--- src/rtl/uart_cmd_rx.sv ---
// 8N1 serial byte receiver: synchronizes RX, frames start/data/stop bits and hands
// each good byte over with a rdy/clr_rdy handshake; a zero stop bit raises frm_err.
`timescale 1ns/1ps
module uart_cmd_rx #(
    parameter int unsigned BAUD_CYCLES = 2604,
    parameter int unsigned HALF_CYCLES = BAUD_CYCLES / 2
) (
    input  logic       clk,
    input  logic       rst_n,
    input  logic       RX,
    input  logic       clr_rdy,
    output logic [7:0] rx_data,
    output logic       rdy,
    output logic       frm_err
);
    localparam logic [11:0] BAUD_LD = 12'(BAUD_CYCLES);
    localparam logic [11:0] HALF_LD = 12'(HALF_CYCLES);

    typedef enum logic [1:0] {
        IDLE  = 2'd0,
        START = 2'd1,
        DATA  = 2'd2,
        STOP  = 2'd3
    } state_e;

    state_e      state_q, state_d;
    logic [1:0]  rx_sync_q;
    logic        rx_s;
    logic [11:0] baud_cnt_q, baud_cnt_d;
    logic [3:0]  bit_cnt_q, bit_cnt_d;
    logic [7:0]  shift_q, shift_d;
    logic [7:0]  rx_data_q, rx_data_d;
    logic        rdy_q, rdy_d;
    logic        frm_err_q, frm_err_d;
    logic        baud_tick_s;

    assign rx_s = rx_sync_q[1];
    // The interval ends on the clock where the counter would hit zero, so each one lasts exactly the loaded count.
    assign baud_tick_s = (baud_cnt_q <= 12'd1);

    assign rx_data = rx_data_q;
    assign rdy     = rdy_q;
    assign frm_err = frm_err_q;

    // Two-flop synchronizer for the asynchronous RX line, preset to idle-high.
    always_ff @(posedge clk or negedge rst_n) begin
        if (!rst_n) begin
            rx_sync_q <= 2'b11;
        end else begin
            rx_sync_q <= {rx_sync_q[0], RX};
        end
    end

    // Frame state, counters and registered outputs.
    always_ff @(posedge clk or negedge rst_n) begin
        if (!rst_n) begin
            state_q    <= IDLE;
            baud_cnt_q <= 12'd0;
            bit_cnt_q  <= 4'd0;
            shift_q    <= 8'h00;
            rx_data_q  <= 8'h00;
            rdy_q      <= 1'b0;
            frm_err_q  <= 1'b0;
        end else begin
            state_q    <= state_d;
            baud_cnt_q <= baud_cnt_d;
            bit_cnt_q  <= bit_cnt_d;
            shift_q    <= shift_d;
            rx_data_q  <= rx_data_d;
            rdy_q      <= rdy_d;
            frm_err_q  <= frm_err_d;
        end
    end

    // Next-state and output logic; a STOP-time set of rdy overrides a coincident clr_rdy.
    always_comb begin
        state_d    = state_q;
        baud_cnt_d = baud_cnt_q;
        bit_cnt_d  = bit_cnt_q;
        shift_d    = shift_q;
        rx_data_d  = rx_data_q;
        rdy_d      = rdy_q;
        frm_err_d  = frm_err_q;

        if (clr_rdy) begin
            rdy_d = 1'b0;
        end else begin
            rdy_d = rdy_q;
        end

        case (state_q)
            IDLE: begin
                baud_cnt_d = HALF_LD;
                bit_cnt_d  = 4'd0;
                if (!rx_s) begin
                    state_d   = START;
                    rdy_d     = 1'b0;
                    frm_err_d = 1'b0;
                end else begin
                    state_d = IDLE;
                end
            end
            START: begin
                if (baud_tick_s) begin
                    if (rx_s) begin
                        state_d = IDLE;
                    end else begin
                        state_d    = DATA;
                        baud_cnt_d = BAUD_LD;
                    end
                end else begin
                    baud_cnt_d = baud_cnt_q - 12'd1;
                end
            end
            DATA: begin
                if (baud_tick_s) begin
                    shift_d    = {rx_s, shift_q[7:1]};
                    baud_cnt_d = BAUD_LD;
                    bit_cnt_d  = (bit_cnt_q < 4'd8) ? (bit_cnt_q + 4'd1) : bit_cnt_q;
                    if (bit_cnt_q >= 4'd7) begin
                        state_d = STOP;
                    end else begin
                        state_d = DATA;
                    end
                end else begin
                    baud_cnt_d = baud_cnt_q - 12'd1;
                end
            end
            STOP: begin
                if (baud_tick_s) begin
                    state_d = IDLE;
                    if (rx_s) begin
                        rx_data_d = shift_q;
                        rdy_d     = 1'b1;
                        frm_err_d = 1'b0;
                    end else begin
                        frm_err_d = 1'b1;
                    end
                end else begin
                    baud_cnt_d = baud_cnt_q - 12'd1;
                end
            end
            default: begin
                state_d = IDLE;
            end
        endcase
    end
endmodule

--- config.mk ---
export PLATFORM = sky130hd
export DESIGN_NAME = uart_cmd_rx
export DESIGN_NICKNAME = d
export VERILOG_FILES = /design/src/rtl/uart_cmd_rx.sv
export SDC_FILE = /design/constraint.sdc
export NUM_CORES = 1
export LEC_CHECK = 0
export ABC_AREA = 1
export CAP_MARGIN = 20
export CORE_MARGIN = 5
export CORE_UTILIZATION = 25
export CTS_CLUSTER_DIAMETER = 40
export DETAILED_ROUTE_END_ITERATION = 8
export HOLD_SLACK_MARGIN = 0.1
export PLACE_DENSITY_LB_ADDON = 0.08
export SYNTH_ARGS = -nofsm -noshare
export SYNTH_HDL_FRONTEND = slang
export SYNTH_SLANG_ARGS = --single-unit
export TNS_END_PERCENT = 50
--- constraint.sdc ---
create_clock -name clk -period 2 [get_ports clk]
set_clock_uncertainty 0.2 [all_clocks]
set_input_delay 0.2 -clock clk [delete_from_list [all_inputs] [get_ports clk]]
set_output_delay 0.2 -clock clk [all_outputs]
set_load 0.05 [all_outputs]
Word level (Yosys, flattened, before mapping)
Index checks and enable logic that the tools add are counted.

ROM bits: 0. RAM bits: 0. Register bits: 38. Output and inout port bits: 10. Memories: 0. Bits in latches: 0.

Shift-type cells: 0. Order comparisons: 3. Add/subtract/negate cells: 2. Div/mod/pow operators: 0. Multipliers: 0. Equality and inequality tests: 10. Muxes and demuxes: 24. Bitwise logic cells: 0. Reductions and logical operators: 9.

Operator list (count): two-way mux 12 bit (4); one-hot mux 12 bit (4 select lines) (1); <= comparator 12 x 1 -> 1 bit (second input constant) (1); inequality test 2 bit (second input constant) (6); AND reduction 3 bit (4); subtractor 12 x 1 -> 12 bit (second input constant) (1); two-way mux 1 bit (9); two-way mux 2 bit (4); two-way mux 4 bit (2); one-hot mux 2 bit (4 select lines) (1); one-hot mux 4 bit (2 select lines) (1); adder 4 x 1 -> 4 bit (second input constant) (1); == test 2 bit (second input constant) (2); >= comparator 4 x 3 -> 1 bit (second input constant) (1); less-than comparator 4 bit (second input constant) (1); one-hot mux 1 bit (2 select lines) (2); AND reduction 2 bit (2); nonzero test 2 bit (2); inequality test 3 bit (second input constant) (1); == test 2 x 1 -> 1 bit (second input constant) (1); logical NOT 2 bit (1).

Longest topological paths before layout
Gate-level depths: netlist of the first run.

Depth in word-level cells: 4. Depth in mapped cells: 12. Depth with buffers taken out: 12.

Worst setup path before layout of the first run
Ideal clock, no wire load.

Path kind: register to register. Start point: register baud_cnt_q[0]. End point: register rx_data_q[6], in the netlist rx_data[6]. Cell stages (with the launch flop): 13. Period minus slack after synthesis: 1.790 ns. Arrival: 1.471 ns. Data required time: 1.681 ns. Library setup time: 0.119 ns. Path buffers: 1. Slack: 0.210 ns. Cells stage by stage: dfrtp_1 > inv_1 > ha_1 > inv_1 > nand2_1 > nand2_2 > nor2_4 > nand2_4 > nor2_4 > nand2_4 > buf_6 > nand2_2 > o21ai_2.

Cells in the longest elaborated chain, start to end: 2.

RTL lines: from (decl) (line 29) `logic [11:0] baud_cnt_q, baud_cnt_d;`; from (signal assigned) (line 66) `baud_cnt_q <= baud_cnt_d;`; <= comparator 12 x 1 -> 1 bit (line 39) `assign baud_tick_s = (baud_cnt_q <= 12'd1);`; AND reduction 3 bit (no source line); to (signal assigned) (line 69) `rx_data_q <= rx_data_d;`; to (decl) (line 32) `logic [7:0] rx_data_q, rx_data_d;`.

No other way between the ends. A chain may end at the register's enable or synchronous reset.

Final worst setup path of the first run
Start point: register rx_data_q[7], in the netlist rx_data[7]. End point: output rx_data[7].

RTL lines: to (decl) (line 12) `output logic [7:0] rx_data,`.

No word-level cell between the ends.

==> flow_summary_export.csv, run 1 <==
group,metric,value,unit
status,status,"complete, no violations",
placed_design,dpl.hpwl,3100,um
worst_setup_path,setup.worst_path.class,"register to output port",
floorplan,chipHeight,99.0,um
cells_and_area,design_area,2440,sq um
power,power_frac_comb,2.2,%
route,drc_errors,0,
clocking,clk_pin_slew_worst_paths,90,ps
synthesis,avgSynthCellArea,8.32,sq um
cells_and_area,layout.nets,276,
worst_setup_path,cp_max_fo,2,
placed_design,place_ws,150,ps
sta,finalSetupTns,0,ps
power,pwr-share-clk,45.6,%
synthesis,async_flop_share,100,%
power,p_total,1.48,mW
power,vdd_drop_max,273,uV
sta,worst_pin_slew,510,ps
placed_design,io_buffers,13,
floorplan,rows,32,
cells_and_area,final-seq-area,953,sq um
power,switching_share,22.0,%
synthesis,ys_types,27,
floorplan,dieWidth,99.0,um
synthesis,syn_area,1980,sq um
synthesis,yosysWarnings,0,
clocking,cts.sinks,38,
worst_setup_path,slowest_delay,810,ps
cells_and_area,final_cell_mix,"68 x nand2_1, 36 x inv_1, 36 x dfrtp_1",
synthesis,seq_area_frac_synth,48.2,%
synthesis,synth_nets,249,
worst_setup_path,cp_top_family,"buffers and inverters",
power,p_int,1.15,mW
synthesis,synth_top_flop_cell,"dfrtp_1",
clocking,cts_tree,"yes",
power,pwr_density_cell,607,nW/um^2
worst_setup_path,cp.arrival,1480,ps
worst_setup_path,critical_path_buf_inv_count,1,
sta,slew-limit-headroom,65.9,%
floorplan,core_area,7730,sq um
clocking,numCtsBuffers,5,
route,wirelength,4260,um
route,vias_per_cell,4.04,
min_path,hold_class,"input port to register",
global_route,grt_overflow_total,0,
global_route,antenna_found_initial,0,
power,p_sw,0.325,mW
global_route,grt_pass1_wl,7460,um
sta,period_needed,1880,ps
placed_design,placed_area,2300,sq um
synthesis,synth_edf_count,0,
cells_and_area,final_common_cell,"nand2_1",
sta,drv_slew,0,
sta,max_freq,531,MHz
run,maxCapViolCount,0,
worst_setup_path,path_depth,1,
floorplan,start_util,25.6,%
worst_setup_path,required,1600,ps
worst_setup_path,start_kind,"register",
global_route,grt_max_degree,39,
sta,grt_setup_unrepaired,"no",
route,ant_nets,0,
clocking,cts_root_buf,"clkbuf_8",
synthesis,ys_seq_elements,38,
power,power.share.sequential,52.2,%
cells_and_area,fillers,812,
synthesis,synthCells,238,
sta,finalHoldViolCount,0,
placed_design,gp_congestion,0.786,
route,via_count,1488,
worst_setup_path,cpMaxStageDelayCell,"clkdlybuf4s50_1",
sta,layout_worst_path_cycle_share,94.2,%
min_path,hold_depth,1,
cells_and_area,multi_input_area,882,sq um
clocking,insertion_delay,290,ps
route,wl_per_cell,11.6,um
worst_setup_path,reg2reg_depth,11,
worst_setup_path,path_cells,"clkdlybuf4s50_1",
global_route,grtUsageTotal,9.52,%
cells_and_area,drive_above_1_share,16.2,%
clocking,cts_max_level,2,
route,drt_iter0_drc,65,
clocking,clock_path_buffers,2,
floorplan,ios,14,
floorplan,die_area,9800,sq um
worst_setup_path,endpoint_kind,"output port",
global_route,grt_pass1_vias,1520,
sta,worst_slack,117,ps
route,drt_first_pass_iters,4,
power,p_leak,1.18,nW
sta,finalSetupViolations,0,
cells_and_area,num_antenna_cells,0,
cells_and_area,area.growth.synth_to_final,23.1,%
[through the flow]
| step | hold slack [ps] | instances | util, % |
|---|---|---|---|
| CTS | 105 | 368 | 31.3 |
| global route | 101 | 368 | 31.5 |
| floorplan | -296 | 238 | - |
| finish | 112 | 368 | 31.5 |
| global placement | -5.52 | 359 | 29.7 |
| detailed placement | -8.94 | 359 | 29.7 |
[cell type report]
cell class	count	share of cell area [%]
multi-input cells	161	36.2
flip-flops and latches	38	39.1
clock inverters	3	1.85
inverters	37	5.70
well taps	102	5.24
clock buffers	5	2.82
repair buffers	22	9.04
[synthesized netlist by cell type (7+ instances only)]
| library cell | number | share of area, % |
|---|---|---|
| a21oi_1 | 9 | 2.3 |
| nor2_1 | 19 | 3.6 |
| o21ai_2 | 9 | 4.0 |
| o21ai_0 | 11 | 2.8 |
| ha_1 | 7 | 4.4 |
| dfrtp_1 | 36 | 46 |
| nand2_1 | 69 | 13 |
| nand3_1 | 10 | 2.5 |
| inv_1 | 36 | 6.8 |
[power by group through the flow]
stage               Clock [mW]  Sequential (mW)  Combinational [mW]
floorplan                    0            0.788             0.00226
global placement             0            0.787              0.0332
detailed placement           0            0.787              0.0327
CTS                      0.697            0.772              0.0341
global route             0.729            0.772              0.0379
finish                   0.674            0.772              0.0328
[per-layer routing]
layer | track usage [%] | part of all wire [%]
met4 | 3.78 | 1.4
met1 | 14.2 | 55
met3 | 2.48 | 3.1
met2 | 12.9 | 40
met5 | 0 | 0
[repair_timing]
action | 4_1_cts | 5_1_grt
resized for setup | 0 | 3
setup endpoints to repair | 0 | 10
hold endpoints to repair | 38 | 0
setup buffers | 0 | 0
hold buffers | 1 | 0
[logic make-up (layout without fill, tap and decap cells)]
logic type / after synthesis / after routing / synth area share (%)
AND/OR/NAND/NOR: 115 / 115 / 26.7
buffers and inverters: 39 / 67 / 7.96
flip-flops: 38 / 38 / 48.2
AO/OA/AOI/OAI: 34 / 34 / 10.5
adder cells (fa/ha/maj): 7 / 7 / 4.42
XOR/XNOR: 5 / 5 / 2.21
[sequential cells by signal (all words and copies together) (netlist names), named ones only]
name        flops
baud_cnt_q     12
bit_cnt_q       4
frm_err         1
rdy             1
rx_data         8
rx_sync_q       2
shift_q         8
state_q         1
[final timing paths]
kind / startpoint / endpoint / slack (ps)
max in group asynchronous: rst_n / rx_sync_q[1] / 1120
hold reg to reg: rx_sync_q[0] / rx_sync_q[1] / 160
min in group asynchronous: rst_n / rx_data[0] / 200
setup reg to reg: baud_cnt_q[1] / rx_data[1] / 170
hold / removal: RX / rx_sync_q[0] / 110
setup / recovery: rx_data[7] / rx_data[7] / 120
Power figures use the tool's default switching activity.
==> run 2: changes to the inputs <==
- ABC_AREA: 1 -> unset
- ABC_CLOCK_PERIOD_IN_PS: unset -> 2000
- CORE_MARGIN: 5 -> 3
==> run 2 against run 1 <==
The run now ends with negative setup slack left. Combinational power down 12%. Cell count down 13%. Die area down 14%. Core utilization up 5.6 points. Clock power up 21%. Sequential share of layout area down 2.1 points. Flip-flop and latch count unchanged. Sequential power about the same. Worst setup slack worse by 280 ps. Total power up 9.4%. Area after synthesis down 7.2%. Register-to-register slack worse by 330 ps. Critical path type is now register to register. Critical endpoint is now rx_data[2]. Largest cell class unchanged. Highest routed layer unchanged.
==> flow_summary_export.csv, run 2 <==
group,metric,value,unit
status,status,"finished with violations",
status,violations,"negative setup slack",
floorplan,core_area,6940,sq um
sta,layout_worst_path_cycle_share,108,%
placed_design,dpl.hpwl,3250,um
sta,slew-limit-headroom,66.3,%
worst_setup_path,path_cells,"or4_4 -> nor4_4 -> and3_4 -> mux2_4",
sta,period_needed,2160,ps
floorplan,start_util,26.5,%
floorplan,ios,14,
sta,max_freq,463,MHz
cells_and_area,final_cell_mix,"36 x dfrtp_1, 28 x buf_4, 14 x nand2_1",
sta,finalHoldViolCount,0,
worst_setup_path,regToRegEndpoint,"rx_data[2]",
synthesis,synth_top_area_share,49.0,%
sta,worst_pin_slew,504,ps
route,ant_nets,0,
global_route,grt_overflow_total,0,
run,maxCapViolCount,0,
synthesis,synth_edf_count,0,
clocking,cts_tree,"yes",
placed_design,place_ws,-257,ps
cells_and_area,layout.nets,233,
worst_setup_path,start_kind,"register",
route,wl_per_cell,14.2,um
min_path,hp-start,"RX",
cells_and_area,area.growth.synth_to_final,40.3,%
global_route,grt_pass1_wl,7550,um
worst_setup_path,critical_path_buf_inv_count,0,
synthesis,synth_top_cell_by_area,"dfrtp_1",
cells_and_area,final_common_cell,"dfrtp_1",
sta,finalSetupViolations,34,
clocking,numCtsBuffers,5,
worst_setup_path,crit-reg2reg-launch,"baud_cnt_q[7]",
clocking,cts.sinks,38,
floorplan,chipHeight,91.7,um
clocking,cts_max_level,2,
synthesis,syn_area,1840,sq um
min_path,hold-path-endpoint,"rx_sync_q[0]",
min_path,hold_class,"input port to register",
global_route,grt_max_degree,39,
placed_design,io_buffers,13,
min_path,hold_depth,1,
power,p_total,1.62,mW
synthesis,synthCells,173,
route,vias_per_cell,4.58,
synthesis,ys_top_cells_by_count,"36 x dfrtp_1, 17 x mux2_2, 15 x nand2_1",
synthesis,yosysMostFrequentCell,"dfrtp_1",
global_route,grt_pass1_vias,1549,
power,pwr_density_cell,628,nW/um^2
worst_setup_path,cp_max_fo,8,
clocking,clock_path_buffers,2,
synthesis,synth_area_leaders,"dfrtp_1 49%, mux2_2 10%, ha_1 4.8%",
synthesis,yosysWarnings,0,
clocking,clk_pin_slew_worst_paths,80,ps
synthesis,ys_types,31,
route,via_count,1462,
sta,worst_slack,-161,ps
worst_setup_path,slowest_delay,570,ps
sta,grt_setup_unrepaired,"yes",
worst_setup_path,setup.worst_path.class,"register to register",
global_route,antenna_found_initial,0,
worst_setup_path,reg2reg_depth,4,
power,p_leak,1.13,nW
route,drt_first_pass_iters,4,
synthesis,synth_top_flop_cell,"dfrtp_1",
clocking,insertion_delay,290,ps
worst_setup_path,cp_top_family,"simple AND/OR/NAND/NOR gates",
floorplan,rows,30,
floorplan,die_area,8410,sq um
synthesis,seq_area_frac_synth,51.9,%
worst_setup_path,required,1980,ps
synthesis,async_flop_share,100,%
worst_setup_path,reg2reg_slack,-160,ps
floorplan,dieWidth,91.7,um
synthesis,synth_nets,184,
power,vdd_drop_max,367,uV
global_route,grtUsageTotal,11.3,%
route,drc_errors,0,
sta,drv_slew,0,
route,wirelength,4530,um
sta,finalSetupTns,-2850,ps
cells_and_area,largest_reg_flops,12,
placed_design,gp_congestion,0.820,
worst_setup_path,cp-startpoint,"baud_cnt_q[7]",
route,drt_iter0_drc,30,
synthesis,ys_seq_elements,38,
worst_setup_path,endpoint_kind,"register",
cells_and_area,drive_above_1_share,35.4,%
worst_setup_path,cp.arrival,2140,ps
clocking,cts_root_buf,"clkbuf_8",
worst_setup_path,cpMaxStageDelayCell,"or4_4",
cells_and_area,regMostFlops,"baud_cnt_q",
cells_and_area,num_antenna_cells,0,
sta,timing.hold.ws,114,ps
synthesis,avgSynthCellArea,10.6,sq um
==> run 2: changes by cell type in the layout (fill, tap and decap cells not counted), moves of 5 or more <==
cell	delta
nand2_1	-54
inv_1	-27
buf_4	+22
nor2_1	-10
mux2_2	+9
mux2_4	+8
nand2b_1	+7
nand3_1	-6
o21ai_2	-5
==> run 2: worst max path at each step <==
stage / to / slack [ps] / cells after the start
finish: rx_data[2] / -160 / 4
detailed placement: baud_cnt_q[6] / -260 / 5
floorplan: rx_data[0] / -330 / 5
CTS: rdy / -160 / 6
global route: rx_data[2] / -230 / 4
global placement: bit_cnt_q[2] / -240 / 6
==> run 2: routing by layer <==
layer,routed length [um],up-vias,GRT usage (%)
met5,0,-,0
met4,64,0,4.08
met2,2240,20,19.1
met3,97,8,1.97
met1,2120,726,14.4
li1,-,708,-
==> run 2: kinds of logic (layout without fill, tap and decap cells) <==
kind of cell / Yosys count / in the layout / share of synthesized area [%]
flops: 38 / 38 / 51.9
xor+xnor: 5 / 5 / 2.38
compound gates: 36 / 36 / 11.1
buf+inv: 12 / 62 / 2.66
simple gates: 58 / 58 / 16.8
mux: 17 / 17 / 10.4
fa+ha+maj: 7 / 7 / 4.77
==> run 2: metrics by stage <==
step | std cells | util (%) | area [sq um]
detailed placement | 309 | 33.4 | 2320
CTS | 318 | 36.6 | 2540
floorplan | 173 | - | 1840
global route | 319 | 37.1 | 2580
finish | 319 | 37.1 | 2580
global placement | 309 | 33.4 | 2320
==> run 2: power by group <==
| part | internal [mW] | switching, mW |
|---|---|---|
| sequential | 0.771 | 0.00251 |
| combinational | 0.0113 | 0.0177 |
| clock | 0.532 | 0.284 |
==> run 2: cell type report <==
| type | instances | area, sq um |
|---|---|---|
| Fill cell | 691 | 4370 |
| Sequential cell | 38 | 953 |
| Multi-Input combinational cell | 123 | 938 |
| Timing Repair Buffer | 45 | 388 |
| Tap cell | 96 | 120 |
| Clock buffer | 6 | 82.6 |
| Clock inverter | 2 | 60.1 |
| Inverter | 9 | 33.8 |
==> run 2: repair_timing <==
action | in CTS | in global routing
resized for setup | 26 | 8
gates cloned | 0 | 0
setup endpoints to repair | 35 | 36
setup buffers | 1 | 1
hold buffers | 1 | 0
hold endpoints to repair | 38 | 0
pin swaps | 6 | 5
